<file path="config.mk">
export PLATFORM = sky130hd
export DESIGN_NAME = mem_port_arbiter_flat
export DESIGN_NICKNAME = d
export VERILOG_FILES = /design/src/rtl/mem_port_arbiter_if.sv /design/src/rtl/mem_port_arbiter.sv /design/src/flat_wrapper.sv
export SDC_FILE = /design/constraint.sdc
export NUM_CORES = 1
export LEC_CHECK = 0
export CAP_MARGIN = 20
export CORE_AREA = 2 2 117 119
export CTS_BUF_LIST = sky130_fd_sc_hd__clkbuf_8
export CTS_CLUSTER_DIAMETER = 100
export DETAILED_ROUTE_END_ITERATION = 8
export DIE_AREA = 0 0 119 121
export PLACE_DENSITY_LB_ADDON = 0.05
export SYNTH_ARGS = -nofsm -noshare
export SYNTH_HDL_FRONTEND = slang
export SYNTH_SLANG_ARGS = --single-unit
</file>
<file path="constraint.sdc">
create_clock -name i_clk -period 3 [get_ports i_clk]
set_clock_uncertainty 0.1 [all_clocks]
set_input_delay 0.45 -clock i_clk [delete_from_list [all_inputs] [get_ports i_clk]]
set_output_delay 0.45 -clock i_clk [all_outputs]
set_load 0.005 [all_outputs]
</file>
<file path="src/rtl/mem_port_arbiter_if.sv">
// Purpose : bundles the two cache request ports and the external memory port
//           seen by mem_port_arbiter.
// Latency : n/a (signal bundle only).
// Backpressure: n/a; the arbiter drives o_pN_ready from i_mem_ready and FIFO space.
// Ports (arbiter view, modport slave):
//   i_pN_addr/ren/wen/wdata  in   cache port N request (N=0 icache, N=1 dcache)
//   o_pN_ready/rdata/valid   out  port N accept strobe and read return
//   i_mem_ready/rdata/valid  in   memory accept strobe and in-order read return
//   o_mem_addr/ren/wen/wdata out  granted request towards memory
//   o_rsp_err                out  sticky unexpected-response flag
// The master modport is the environment view (caches plus memory model).
interface mem_port_arbiter_if;
  logic [31:0] i_p0_addr;
  logic        i_p0_ren;
  logic        i_p0_wen;
  logic [31:0] i_p0_wdata;
  logic        o_p0_ready;
  logic [31:0] o_p0_rdata;
  logic        o_p0_valid;

  logic [31:0] i_p1_addr;
  logic        i_p1_ren;
  logic        i_p1_wen;
  logic [31:0] i_p1_wdata;
  logic        o_p1_ready;
  logic [31:0] o_p1_rdata;
  logic        o_p1_valid;

  logic        i_mem_ready;
  logic [31:0] o_mem_addr;
  logic        o_mem_ren;
  logic        o_mem_wen;
  logic [31:0] o_mem_wdata;
  logic [31:0] i_mem_rdata;
  logic        i_mem_valid;
  logic        o_rsp_err;

  modport slave (
    input  i_p0_addr, i_p0_ren, i_p0_wen, i_p0_wdata,
    output o_p0_ready, o_p0_rdata, o_p0_valid,
    input  i_p1_addr, i_p1_ren, i_p1_wen, i_p1_wdata,
    output o_p1_ready, o_p1_rdata, o_p1_valid,
    input  i_mem_ready, i_mem_rdata, i_mem_valid,
    output o_mem_addr, o_mem_ren, o_mem_wen, o_mem_wdata, o_rsp_err
  );

  modport master (
    output i_p0_addr, i_p0_ren, i_p0_wen, i_p0_wdata,
    input  o_p0_ready, o_p0_rdata, o_p0_valid,
    output i_p1_addr, i_p1_ren, i_p1_wen, i_p1_wdata,
    input  o_p1_ready, o_p1_rdata, o_p1_valid,
    output i_mem_ready, i_mem_rdata, i_mem_valid,
    input  o_mem_addr, o_mem_ren, o_mem_wen, o_mem_wdata, o_rsp_err
  );
endinterface

</file>
<file path="src/rtl/mem_port_arbiter.sv">
// Purpose : shares one word-granular memory port between icache (port 0) and
//           dcache (port 1); round-robin grant, in-order read ID tracking.
// Latency : zero added cycles on issue; read data routed combinationally.
// Backpressure: a port stalls (ready=0) when i_mem_ready=0, when it loses
//           arbitration, or for reads when DEPTH reads are already in flight.
// Ports   : i_clk clock; i_rst async active-high reset; bus = mem_port_arbiter_if.slave.
// Config  : define ARB_DCACHE_PRIO_EN for fixed priority (dcache always wins).
module mem_port_arbiter #(
  parameter int DEPTH = 4
) (
  input logic               i_clk,
  input logic               i_rst,
  mem_port_arbiter_if.slave bus
);

  localparam int PW = (DEPTH > 1) ? $clog2(DEPTH) : 1;
  localparam int CW = $clog2(DEPTH + 1);

  function automatic logic [PW-1:0] ptr_inc(input logic [PW-1:0] p);
    return (p == PW'(DEPTH - 1)) ? '0 : p + 1'b1;
  endfunction

  // ID FIFO: one bit per in-flight read, set = dcache issued it.
  logic [DEPTH-1:0] id_q,    id_d;
  logic [PW-1:0]    head_q,  head_d;
  logic [PW-1:0]    tail_q,  tail_d;
  logic [CW-1:0]    count_q, count_d;
  logic             rsp_err_q, rsp_err_d;

  logic p0_elig, p1_elig;
  logic both_pick;
  logic gnt_vld, gnt_p1;
  logic push, pop, head_p1;

  // Read eligibility uses the registered count only: a response popping in
  // the same cycle does not free a slot until the next cycle.
  logic space_ok;
  assign space_ok = (count_q < CW'(DEPTH));
  assign p0_elig  = bus.i_mem_ready & (bus.i_p0_wen | (bus.i_p0_ren & space_ok));
  assign p1_elig  = bus.i_mem_ready & (bus.i_p1_wen | (bus.i_p1_ren & space_ok));

`ifdef ARB_DCACHE_PRIO_EN
  assign both_pick = 1'b1;
`else
  logic last_grant_q, last_grant_d;

  assign both_pick = ~last_grant_q;

  always_comb begin
    last_grant_d = last_grant_q;
    if (gnt_vld) last_grant_d = gnt_p1;
  end

  // Reset to 1 so that port 0 wins the first contended cycle.
  always_ff @(posedge i_clk or posedge i_rst) begin
    if (i_rst) last_grant_q <= 1'b1;
    else       last_grant_q <= last_grant_d;
  end
`endif

  always_comb begin
    gnt_vld = p0_elig | p1_elig;
    gnt_p1  = p1_elig;
    if (p0_elig && p1_elig) gnt_p1 = both_pick;
  end

  // Memory side: idle cycles drive zeros rather than a stale requester.
  assign bus.o_mem_ren   = gnt_vld & (gnt_p1 ? bus.i_p1_ren : bus.i_p0_ren);
  assign bus.o_mem_wen   = gnt_vld & (gnt_p1 ? bus.i_p1_wen : bus.i_p0_wen);
  assign bus.o_mem_addr  = !gnt_vld ? '0 : (gnt_p1 ? bus.i_p1_addr  : bus.i_p0_addr);
  assign bus.o_mem_wdata = !gnt_vld ? '0 : (gnt_p1 ? bus.i_p1_wdata : bus.i_p0_wdata);
  assign bus.o_p0_ready  = gnt_vld & ~gnt_p1;
  assign bus.o_p1_ready  = gnt_vld &  gnt_p1;

  // A response with nothing in flight is dropped; memory latency is >= 1 so a
  // read issued this same cycle cannot be the one answering.
  assign push    = bus.o_mem_ren;
  assign pop     = bus.i_mem_valid & (count_q != '0);
  assign head_p1 = id_q[head_q];

  assign bus.o_p0_valid = pop & ~head_p1;
  assign bus.o_p1_valid = pop &  head_p1;
  assign bus.o_p0_rdata = bus.i_mem_rdata;
  assign bus.o_p1_rdata = bus.i_mem_rdata;
  assign bus.o_rsp_err  = rsp_err_q;

  always_comb begin
    id_d      = id_q;
    head_d    = head_q;
    tail_d    = tail_q;
    count_d   = count_q;
    rsp_err_d = rsp_err_q;
    if (push) begin
      id_d[tail_q] = gnt_p1;
      tail_d       = ptr_inc(tail_q);
    end
    if (pop) head_d = ptr_inc(head_q);
    case ({push, pop})
      2'b10:   count_d = count_q + 1'b1;
      2'b01:   count_d = count_q - 1'b1;
      default: count_d = count_q;
    endcase
    if (bus.i_mem_valid && count_q == '0) rsp_err_d = 1'b1;
  end

  always_ff @(posedge i_clk or posedge i_rst) begin
    if (i_rst) begin
      id_q      <= '0;
      head_q    <= '0;
      tail_q    <= '0;
      count_q   <= '0;
      rsp_err_q <= 1'b0;
    end else begin
      id_q      <= id_d;
      head_q    <= head_d;
      tail_q    <= tail_d;
      count_q   <= count_d;
      rsp_err_q <= rsp_err_d;
    end
  end

endmodule

</file>
<file path="src/flat_wrapper.sv">
// flat-port wrapper written by rule: the top's interface ports become plain ports
module mem_port_arbiter_flat 
#(
  parameter int DEPTH = 4
)
  (i_clk, i_rst, bus_i_p0_addr, bus_i_p0_ren, bus_i_p0_wen, bus_i_p0_wdata, bus_o_p0_ready, bus_o_p0_rdata, bus_o_p0_valid, bus_i_p1_addr, bus_i_p1_ren, bus_i_p1_wen, bus_i_p1_wdata, bus_o_p1_ready, bus_o_p1_rdata, bus_o_p1_valid, bus_i_mem_ready, bus_i_mem_rdata, bus_i_mem_valid, bus_o_mem_addr, bus_o_mem_ren, bus_o_mem_wen, bus_o_mem_wdata, bus_o_rsp_err);
  mem_port_arbiter_if bus_i ();
  input logic i_clk;
  input logic i_rst;
  input wire logic [$bits(bus_i.i_p0_addr)-1:0] bus_i_p0_addr;
  input wire logic [$bits(bus_i.i_p0_ren)-1:0] bus_i_p0_ren;
  input wire logic [$bits(bus_i.i_p0_wen)-1:0] bus_i_p0_wen;
  input wire logic [$bits(bus_i.i_p0_wdata)-1:0] bus_i_p0_wdata;
  output wire logic [$bits(bus_i.o_p0_ready)-1:0] bus_o_p0_ready;
  output wire logic [$bits(bus_i.o_p0_rdata)-1:0] bus_o_p0_rdata;
  output wire logic [$bits(bus_i.o_p0_valid)-1:0] bus_o_p0_valid;
  input wire logic [$bits(bus_i.i_p1_addr)-1:0] bus_i_p1_addr;
  input wire logic [$bits(bus_i.i_p1_ren)-1:0] bus_i_p1_ren;
  input wire logic [$bits(bus_i.i_p1_wen)-1:0] bus_i_p1_wen;
  input wire logic [$bits(bus_i.i_p1_wdata)-1:0] bus_i_p1_wdata;
  output wire logic [$bits(bus_i.o_p1_ready)-1:0] bus_o_p1_ready;
  output wire logic [$bits(bus_i.o_p1_rdata)-1:0] bus_o_p1_rdata;
  output wire logic [$bits(bus_i.o_p1_valid)-1:0] bus_o_p1_valid;
  input wire logic [$bits(bus_i.i_mem_ready)-1:0] bus_i_mem_ready;
  input wire logic [$bits(bus_i.i_mem_rdata)-1:0] bus_i_mem_rdata;
  input wire logic [$bits(bus_i.i_mem_valid)-1:0] bus_i_mem_valid;
  output wire logic [$bits(bus_i.o_mem_addr)-1:0] bus_o_mem_addr;
  output wire logic [$bits(bus_i.o_mem_ren)-1:0] bus_o_mem_ren;
  output wire logic [$bits(bus_i.o_mem_wen)-1:0] bus_o_mem_wen;
  output wire logic [$bits(bus_i.o_mem_wdata)-1:0] bus_o_mem_wdata;
  output wire logic [$bits(bus_i.o_rsp_err)-1:0] bus_o_rsp_err;
  assign bus_i.i_p0_addr = bus_i_p0_addr;
  assign bus_i.i_p0_ren = bus_i_p0_ren;
  assign bus_i.i_p0_wen = bus_i_p0_wen;
  assign bus_i.i_p0_wdata = bus_i_p0_wdata;
  assign bus_o_p0_ready = bus_i.o_p0_ready;
  assign bus_o_p0_rdata = bus_i.o_p0_rdata;
  assign bus_o_p0_valid = bus_i.o_p0_valid;
  assign bus_i.i_p1_addr = bus_i_p1_addr;
  assign bus_i.i_p1_ren = bus_i_p1_ren;
  assign bus_i.i_p1_wen = bus_i_p1_wen;
  assign bus_i.i_p1_wdata = bus_i_p1_wdata;
  assign bus_o_p1_ready = bus_i.o_p1_ready;
  assign bus_o_p1_rdata = bus_i.o_p1_rdata;
  assign bus_o_p1_valid = bus_i.o_p1_valid;
  assign bus_i.i_mem_ready = bus_i_mem_ready;
  assign bus_i.i_mem_rdata = bus_i_mem_rdata;
  assign bus_i.i_mem_valid = bus_i_mem_valid;
  assign bus_o_mem_addr = bus_i.o_mem_addr;
  assign bus_o_mem_ren = bus_i.o_mem_ren;
  assign bus_o_mem_wen = bus_i.o_mem_wen;
  assign bus_o_mem_wdata = bus_i.o_mem_wdata;
  assign bus_o_rsp_err = bus_i.o_rsp_err;
  mem_port_arbiter #(.DEPTH(DEPTH)) u_core (.i_clk(i_clk), .i_rst(i_rst), .bus(bus_i));
endmodule
</file>
==> flow_summary_export.csv, run 1 <==
group,metric,value,unit
status,status,"complete, but fails checks",
status,violations,"negative setup slack",
cts,ctsHoldBuffers,0,
flow_run,max-cap-violations,0,
timing,final.period_utilization,102,%
cts,clkTransAtPathRegs,0.06,ns
worst_setup_path,cp.required,2.45,ns
worst_setup_path,critical_path.startpoint,"bus_i_p1_ren",
logic_synthesis,ys_types,42,
worst_setup_path,reg2reg_depth,12,
timing,setup_viol,2,
die,die_area,0.0144,mm^2
cts,cts_tree,"done",
drt,post_drt_wl_per_cell,20.7,um
worst_setup_path,regToRegEndpoint,"u_core.count_q[2]$_DFFE_PP0P_",
hold_path,hp-class,"reg2reg",
pwr,p_sw,644,uW
pwr,seq_power_share,19.2,%
pwr,switching_share,36.9,%
worst_setup_path,r2r_slack,0.52,ns
global_route,antenna_found_initial,0,
drt,firstDrtPassIters,4,
cells_and_area,nets,583,
drt,num_vias,2431,
pwr,report.power.total,1.74,mW
timing,finalWorstSetupSlack,-0.0472,ns
global_route,grt_max_degree,32,
cells_and_area,fillers,1408,
drt,ant_nets,0,
drt,routed_wl,12000,um
logic_synthesis,syn_area,0.00204,mm^2
global_route,gr-usage-all-layers,14.8,%
logic_synthesis,synth_cells,247,
drt,via_per_inst,4.17,
timing,max_clock_freq,0.328,GHz
logic_synthesis,synth_edf_count,0,
worst_setup_path,start_kind,"primary input",
placed_design,hpwlAfterDp,10100,um
logic_synthesis,syn_area_per_cell,8.26,um^2
pwr,power.share.clock,8.9,%
logic_synthesis,ys.flop_type,"dfrtp_1",
timing,maxSlewViolCount,0,
pwr,p_int,1.10,mW
worst_setup_path,crit_end,"bus_o_mem_addr[10]",
logic_synthesis,yosysWarningCount,0,
global_route,grt_pass1_vias,2248,
die,num_rows,42,
pwr,ir_drop,0.000176,V
timing,whs,0.359,ns
timing,slew_headroom,65.9,%
cells_and_area,fin_util,31.3,%
cts,clk_latency,0.24,ns
cts,cts-htree-levels,1,
cts,cts_max_path_buffers,2,
logic_synthesis,yosysSeqAreaShare,16.0,%
cells_and_area,area_growth,100,%
cts,cts_buffers,3,
logic_synthesis,ys_async_sr_fraction,100,%
placed_design,finalWeightedCongestion,0.764,
worst_setup_path,critical_path_class,"in2out",
global_route,grt_pass1_wl,15800,um
logic_synthesis,syn_nets,422,
global_route,gr-total-overflow,0,
die,fp.dieW,119,um
timing,fin_crit,3.05,ns
timing,rsz0062_at_grt,"true",
cts,clkSinkCount,13,
cells_and_area,drive_gt1_share,10.6,%
drt,drtIter0Drc,85,
cells_and_area,n_antenna_cell,0,
timing,hold_viol,0,
cts,clockRootBuffer,"clkbuf_8",
die,die_h,121,um
die,start_util,15.6,%
logic_synthesis,ys_seq_elements,13,
pwr,powerDensity,426,mW/mm^2
pwr,p_leak,1.94,nW
worst_setup_path,reg2reg_from,"u_core.count_q[2]$_DFFE_PP0P_",
die,io_pins,303,
worst_setup_path,end_kind,"output port",
drt,drc,0,
timing,worstMarginPinSlew,0.511,ns
die,core,0.0131,mm^2
pwr,pwr-share-comb,71.9,%
worst_setup_path,cp.arrival,2.50,ns
worst_setup_path,crit_fanout,15,
placed_design,io_buffers,206,
==> per-stage QoR <==
stage / instance area [um^2] / cells / TNS [ns] / worst slack, ns
final: 4090 / 583 / -0.0621 / -0.0472
after floorplan: 2040 / 247 / 0 / 0.394
after global placement: 3980 / 572 / -0.589 / -0.0575
after global routing: 4090 / 583 / -1.17 / -0.118
after detailed placement: 3980 / 572 / -1.13 / -0.0696
after CTS: 3970 / 576 / -0.276 / -0.0688
==> worst min path at each step <==
stage,end,depth (start not counted),from,slack [ns]
after global placement,u_core.bus.o_rsp_err$_DFFE_PP0P_,1,u_core.bus.o_rsp_err$_DFFE_PP0P_,0.34
after detailed placement,u_core.bus.o_rsp_err$_DFFE_PP0P_,1,u_core.bus.o_rsp_err$_DFFE_PP0P_,0.35
after CTS,u_core.bus.o_rsp_err$_DFFE_PP0P_,1,u_core.bus.o_rsp_err$_DFFE_PP0P_,0.36
after floorplan,u_core.bus.o_rsp_err$_DFFE_PP0P_,1,i_rst,0.23
after global routing,u_core.bus.o_rsp_err$_DFFE_PP0P_,1,u_core.bus.o_rsp_err$_DFFE_PP0P_,0.38
final,u_core.bus.o_rsp_err$_DFFE_PP0P_,1,u_core.bus.o_rsp_err$_DFFE_PP0P_,0.36
==> power groups by stage <==
stage	clock [mW]	sequential [mW]	combinational (mW)
3_3_place_gp	0	0.342	1.31
2_1_floorplan	0	0.322	0.651
4_1_cts	0.162	0.337	1.24
5_1_grt	0.175	0.351	1.37
6_report	0.155	0.334	1.25
3_5_place_dp	0	0.340	1.30
==> worst max-delay path, cell delays in order <==
cell and delay, ns:
clkdlybuf4s50_1 0.42, nor2b_1 0.15, o21a_1 0.19, buf_4 0.16, a21oi_4 0.25, buf_12 0.19
a22o_1 0.17, clkdlybuf4s50_1 0.51
==> cell usage after synthesis (all sizes together) (2+ instances only) <==
cell | instances | area [um^2]
buf | 79 | 568
nor2b | 2 | 12.5
nor2 | 2 | 7.51
a21oi | 11 | 58.8
nor3 | 2 | 10.0
nand2 | 5 | 21.3
ha | 6 | 75.1
nand4 | 2 | 12.5
nand3 | 9 | 45.0
o21ai | 19 | 98.9
xor2 | 2 | 17.5
dfrtp | 12 | 300
a21o | 2 | 15.0
inv | 12 | 45.0
o21a | 3 | 22.5
o311ai | 2 | 17.5
a22o | 59 | 517
==> sequential cells by signal, summed over array words and instances (netlist names) <==
register,count
u_core.bus.o_rsp_err,1
u_core.count_q,3
u_core.head_q,2
u_core.last_grant_q,1
u_core.tail_q,2
u_core.id_q,4
==> metal layers <==
layer  GRT usage, %  up-vias  share of wire (%)
met5              0        -                  0
met4           2.75        0                1.3
met3           9.45       16                 15
met2           26.5      140                 51
met1           14.5     1100                 33
li1               -     1175                  -
==> cell families after synthesis <==
kind of cell / count (synthesis) / synth area share [%]
compound gates: 101 / 38.3
buf+inv: 92 / 30.2
fa+ha+maj: 7 / 4.66
mux: 3 / 2.15
xor+xnor: 3 / 1.29
simple gates: 28 / 7.42
flops: 13 / 16.0
==> layout by cell type (no fill, tap or decap), types with 2 or more instances in the layout <==
cell	Yosys	routed
a21o_1	2	2
buf_4	64	25
a21oi_1	10	10
nand2_1	4	4
dlymetal6s2s_1	0	13
o21a_1	3	3
clkbuf_16	0	2
o21ai_0	8	8
nor2_1	2	2
nand4_1	2	2
dlygate4sd2_1	0	42
ha_1	6	6
o311ai_1	2	2
nor2b_1	2	2
o21ai_1	10	10
inv_1	11	12
dfrtp_1	12	12
nor3_1	2	2
buf_12	0	4
clkbuf_8	0	3
xor2_1	2	2
a22o_1	59	59
nand3_1	9	9
clkdlybuf4s50_1	0	150
==> cell type report <==
class	count	area (um^2)	share of cell area, %
multi-input combinational	142	1100	27.0
timing repair buffer	236	2350	57.4
clock inverter	1	3.75	0.0917
sequential	13	327	7.98
inverter	12	45.0	1.10
clock buffer	3	41.3	1.01
tap	176	220	5.38
==> timing repair <==
item	4_1_cts	5_1_grt
setup endpoints to repair	54	17
setup buffers	0	5
gates resized for setup	42	14
gates cloned	0	2
pin swaps	10	1
Power figures use the tool's default switching activity.
==> run 2: changes to the inputs <==
Settings changed: GPL_ROUTABILITY_DRIVEN from default to 1, RECOVER_POWER from default to 50.
==> results of run 2 <==
No change in the layout: final DEF, timing and power equal those of run 1.
==> run 3: changes to the inputs <==
Settings changed: HOLD_SLACK_MARGIN from default to 0.15.
==> results of run 3 <==
No change in the layout: final DEF, timing and power equal those of run 1.
